`src/rtl/serial_tx_scheduler.sv`:
```
// Round-robin scheduler sharing one UART byte sender between NUM_REQ requesters.
// Grants in IDLE, then tracks the sender's tx_busy handshake until the frame ends or times out.
module serial_tx_scheduler #(
    parameter int NUM_REQ       = 4,
    parameter int DATA_WIDTH    = 8,
    parameter int START_TIMEOUT = 16
) (
    input  logic                          clk,
    input  logic                          rst_n,
    input  logic [NUM_REQ-1:0]            req,
    input  logic [NUM_REQ*DATA_WIDTH-1:0] req_data,
    output logic [NUM_REQ-1:0]            ack,
    output logic [$clog2(NUM_REQ)-1:0]    grant_id,
    output logic                          tx_start,
    output logic [DATA_WIDTH-1:0]         tx_data,
    input  logic                          tx_busy,
    output logic                          done,
    output logic                          err
);

    localparam int ID_W  = $clog2(NUM_REQ);
    localparam int CNT_W = $clog2(START_TIMEOUT + 1);
    localparam logic [ID_W-1:0]  LAST_RST  = ID_W'(NUM_REQ - 1);
    localparam logic [CNT_W-1:0] CNT_LIMIT = CNT_W'(START_TIMEOUT - 1);

    typedef enum logic [1:0] {IDLE, START, WAIT} state_t;

    state_t                  state, state_nxt;
    logic [ID_W-1:0]         last, last_nxt;
    logic [CNT_W-1:0]        cnt, cnt_nxt;
    logic [ID_W-1:0]         grant_nxt;
    logic [DATA_WIDTH-1:0]   data_nxt;
    logic [NUM_REQ-1:0]      ack_nxt;
    logic                    start_nxt, done_nxt, err_nxt;
    logic [ID_W:0]           pick;
    logic [ID_W-1:0]         sel;

    // Returns {found, index}: first set request after lst, wrapping around.
    function automatic logic [ID_W:0] rr_pick(input logic [NUM_REQ-1:0] r,
                                              input logic [ID_W-1:0]    lst);
        logic            found;
        logic [ID_W-1:0] idx;
        found = 1'b0;
        idx   = '0;
        for (int i = 1; i <= NUM_REQ; i++) begin
            int              c;
            logic [ID_W-1:0] ci;
            c = int'(lst) + i;
            if (c >= NUM_REQ) c = c - NUM_REQ;
            ci = ID_W'(c);
            if (!found && r[ci]) begin
                found = 1'b1;
                idx   = ci;
            end
        end
        return {found, idx};
    endfunction

    assign pick = rr_pick(req, last);
    assign sel  = pick[ID_W-1:0];

    always_comb begin
        state_nxt = state;
        last_nxt  = last;
        cnt_nxt   = cnt;
        grant_nxt = grant_id;
        data_nxt  = tx_data;
        ack_nxt   = '0;
        start_nxt = 1'b0;
        done_nxt  = 1'b0;
        err_nxt   = 1'b0;
        case (state)
            IDLE: begin
                if (pick[ID_W]) begin
                    grant_nxt = sel;
                    last_nxt  = sel;
                    data_nxt  = req_data[sel*DATA_WIDTH +: DATA_WIDTH];
                    ack_nxt   = NUM_REQ'(1) << sel;
                    start_nxt = 1'b1;
                    cnt_nxt   = '0;
                    state_nxt = START;
                end
            end
            START: begin
                // A busy sender wins over a timeout landing on the same cycle.
                if (tx_busy) begin
                    state_nxt = WAIT;
                end else if (cnt == CNT_LIMIT) begin
                    err_nxt   = 1'b1;
                    state_nxt = IDLE;
                end else begin
                    cnt_nxt = cnt + 1'b1;
                end
            end
            WAIT: begin
                if (!tx_busy) begin
                    done_nxt  = 1'b1;
                    state_nxt = IDLE;
                end
            end
            default: state_nxt = IDLE;
        endcase
    end

    always_ff @(posedge clk or negedge rst_n) begin
        if (!rst_n) begin
            state    <= IDLE;
            last     <= LAST_RST;
            cnt      <= '0;
            grant_id <= LAST_RST;
            tx_data  <= '0;
            ack      <= '0;
            tx_start <= 1'b0;
            done     <= 1'b0;
            err      <= 1'b0;
        end else begin
            state    <= state_nxt;
            last     <= last_nxt;
            cnt      <= cnt_nxt;
            grant_id <= grant_nxt;
            tx_data  <= data_nxt;
            ack      <= ack_nxt;
            tx_start <= start_nxt;
            done     <= done_nxt;
            err      <= err_nxt;
        end
    end

endmodule

```
`config.mk`:
```
export PLATFORM = sky130hd
export DESIGN_NAME = serial_tx_scheduler
export DESIGN_NICKNAME = d
export VERILOG_FILES = /design/src/rtl/serial_tx_scheduler.sv
export SDC_FILE = /design/constraint.sdc
export NUM_CORES = 1
export LEC_CHECK = 0
export ABC_AREA = 0
export BUFFER_PORTS_ARGS = -buffer_cell sky130_fd_sc_hd__buf_2
export CAP_MARGIN = 10
export CORE_MARGIN = 2
export CORE_UTILIZATION = 48
export DETAILED_ROUTE_END_ITERATION = 6
export GPL_TIMING_DRIVEN = 0
export PLACE_DENSITY = 0.84
export SETUP_SLACK_MARGIN = 0.2
export SYNTH_ARGS = -nofsm -noshare
export SYNTH_HDL_FRONTEND = slang
export SYNTH_SLANG_ARGS = --single-unit
```
`constraint.sdc`:
```
create_clock -name clk -period 2.76 [get_ports clk]
set_clock_uncertainty 0.15 [all_clocks]
set_input_delay 0.552 -clock clk [delete_from_list [all_inputs] [get_ports clk]]
set_output_delay 0.552 -clock clk [all_outputs]
set_load 0.01 [all_outputs]
```
==> impl_metrics.yaml <==
floorplan:
  die_y_um: 57.9
  core_um2: 2760
  io_pins: 56
  rows: 19
  dieArea_um2: 3350
  die_w_um: 57.9
  initial_core_util: 0.506
synth:
  avgSynthCellArea_um2: 10.7
  synth_area_leaders: "dfrtp_1 39%, mux2i_1 5.7%, o211ai_2 5.4%, and4_1 5.0%, o31a_2 4.3%"
  ys_warn_count: 0
  syn-num-nets: 171
  synth_top_area_frac: 0.395
  synth-seq-cells: 24
  netlist_instances: 130
  seq_area_frac_synth: 0.432
  async_flop_share: 1.00
  synth-main-ff-cell: "dfrtp_1"
  synth_edf_count: 0
  synthDistinctLibCells: 41
  synth_top_cell_by_area: "dfrtp_1"
  syn-cell-area_um2: 1400
power:
  intPower_uw: 947
  leakage_nw: 0.876
  combPwrFrac: 0.519
  p_sw_uw: 636
  power_density_nw_per_um2: 907
  p_sw_frac: 0.402
  ir_drop_v: 0.000525
  seq_power_share: 0.367
  p_clk_frac: 0.114
flow_run:
  cap_violations: 0
worst_setup_path:
  r2r-start: "cnt[0]"
  crit_start: "cnt[0]"
  r2r_cells: 7
  cp_max_fo: 5
  end_kind: "flop"
  cpPeakStageDelay_ps: 430
  cpMostUsedCell: "ha_1"
  r2r_slack_ps: 590
  endpoint: "cnt[4]"
  start_kind: "flop"
  path_class: "reg2reg"
  crit_path_cell_trace: "ha_1 -> and3_1 -> ha_1 -> nor3_1 -> nor2_1 -> or3_1 -> o21ai_1"
  required_ps: 2840
  crit_arrival_ps: 2260
  reg2reg_to: "cnt[4]"
  cpMaxStageDelayCell: "dfrtp_1"
sta:
  finalHoldViolCount: 0
  slew_violations: 0
  fin_crit_ps: 2170
  holdWs_ps: 43.9
  rsz0062_at_grt: "no"
  fmax_mhz: 460
  slew_headroom: 0.621
  tightest_slew_ps: 563
  fin_crit_sh: 0.788
  tns_ps: 0
  setup_viol: 0
clock_tree:
  clk_path_buf_depth: 2
  path_clk_slew_ps: 130
  cts_resized: 0
  clock_latency_ps: 300
  cts_setup_buffers: 0
  cts_hold_buf: 0
  cts_buffers: 3
  cts_tree: "yes"
  cts_sinks: 24
  htreeDepth: 1
  cts-root-buf: "clkbuf_4"
global_route:
  grt_first_pass_wirelength_um: 5110
  grt-ovfl-total: 0
  antenna_found_initial: 0
  grtUsageTotal: 0.196
  grt_start_max_net_pins: 25
  grt_pass1_vias: 1182
routing:
  drt_wl_total_um: 2970
  viasPerCell: 5.47
  drtAntennaViolNets: 0
  drcViolationCount: 0
  wl_per_cell_um: 13.5
  drt_iter0_drc: 34
  via_count: 1204
  dr.pass1.iters: 4
layout:
  drive_above_1_share: 0.455
  area_growth_pct: 25.1
  antenna-diode-count: 0
  final_nets: 231
  fin_area_um2: 1750
place:
  io_buffers: 55
  placed_area_um2: 1710
  gp_congestion: 0.735
  hpwl_um: 2460
status:
  status: "complete, no violations"
worst_hold_path:
  hp-class: "in2async"
[cells in the mapped netlist (all sizes together), types with 3 or more instances]
library cell	instances
and4	8
buf	5
dfrtp	22
inv	4
mux2i	8
nand2	13
nand2b	5
nor2	7
nor2b	3
o211ai	8
o21ai	13
o31a	8
[placed cells by master, fill, tap and decap left out, drive strengths merged]
cell and instances:
a21oi 2, nand4 1, or3 1, or2 1, xor2 2, a21o 1
nor2 7, o31ai 1, o22a 1, nand3 1, and3 1, nor2b 3
o31a 8, nand2 13, mux2i 8, and4 8, dfrtp 22, nor3b 1
dfstp 2, mux2 1, buf 60, inv 4, nor3 2, nor4 2
ha 2, and2 1, o21a 2, clkbuf 4, o21ai 13, o211ai 8
nand2b 5, a21boi 1
[area by class of cell]
class	count	area, um2
multi-input cells	97	721
flip-flops and latches	24	603
plain buffers	5	56.3
inverters	4	15.0
well taps	31	38.8
fillers	241	1010
clock buffers	4	36.3
repair buffers	55	275
[power groups by stage]
stage	Sequential, mW	Combinational [mW]	Clock (mW)
finish	0.581	0.822	0.181
global route	0.596	0.910	0.200
floorplan	0.623	0.549	0
detailed placement	0.587	0.830	0
CTS	0.581	0.830	0.184
global placement	0.580	0.810	0
[layer usage]
metal  global-route usage  share of wire
met4               0.0897          0.023
met1                0.250           0.41
met2                0.328           0.51
met3               0.0290          0.059
met5                    0              0
[critical path, delay by kind of cell, from the launching register on]
| kind | cells | cell delay, ps |
|---|---|---|
| flip-flops | 1 | 430 |
| AND/OR/NAND/NOR | 4 | 1040 |
| AO/OA/AOI/OAI | 1 | 100 |
| adder cells (fa/ha/maj) | 2 | 400 |
[kinds of logic (layout without fill, tap and decap cells)]
family                     Yosys count  in the layout  synth area share
AOI/OAI and AO/OA                   37             37             0.220
xor gates and xnor gates             2              2            0.0126
adders and majority gates            2              2            0.0179
buffers and inverters                9             68            0.0511
DFF                                 24             24             0.432
muxes                                9              9            0.0655
and+or+nand+nor                     47             47             0.201
[flip-flops by register name, summed over array words and instances (netlist names)]
signal	count
tx_data	8
cnt	5
ack	4
last	2
state	2
done	1
err	1
tx_start	1
[per-stage QoR]
stage | util | power (mW) | std cells | setup slack [ps]
2_1_floorplan | - | 1.17 | 130 | 825
3_3_place_gp | 0.620 | 1.39 | 216 | 566
3_5_place_dp | 0.620 | 1.42 | 216 | 541
4_1_cts | 0.633 | 1.60 | 220 | 602
5_1_grt | 0.633 | 1.71 | 220 | 491
6_report | 0.633 | 1.58 | 220 | 586
[worst min-delay path by stage]
| stage | from | end | slack, ps | cells past startpoint |
|---|---|---|---|---|
| global placement | tx_data[3] | tx_data[3] | 330 | 2 |
| floorplan | rst_n | ack[0] | 110 | 0 |
| detailed placement | tx_data[2] | tx_data[2] | 340 | 2 |
| global route | rst_n | tx_start | 70 | 1 |
| finish | rst_n | done | 40 | 1 |
| CTS | rst_n | tx_start | 60 | 1 |
(Power assumes the default switching activity.)
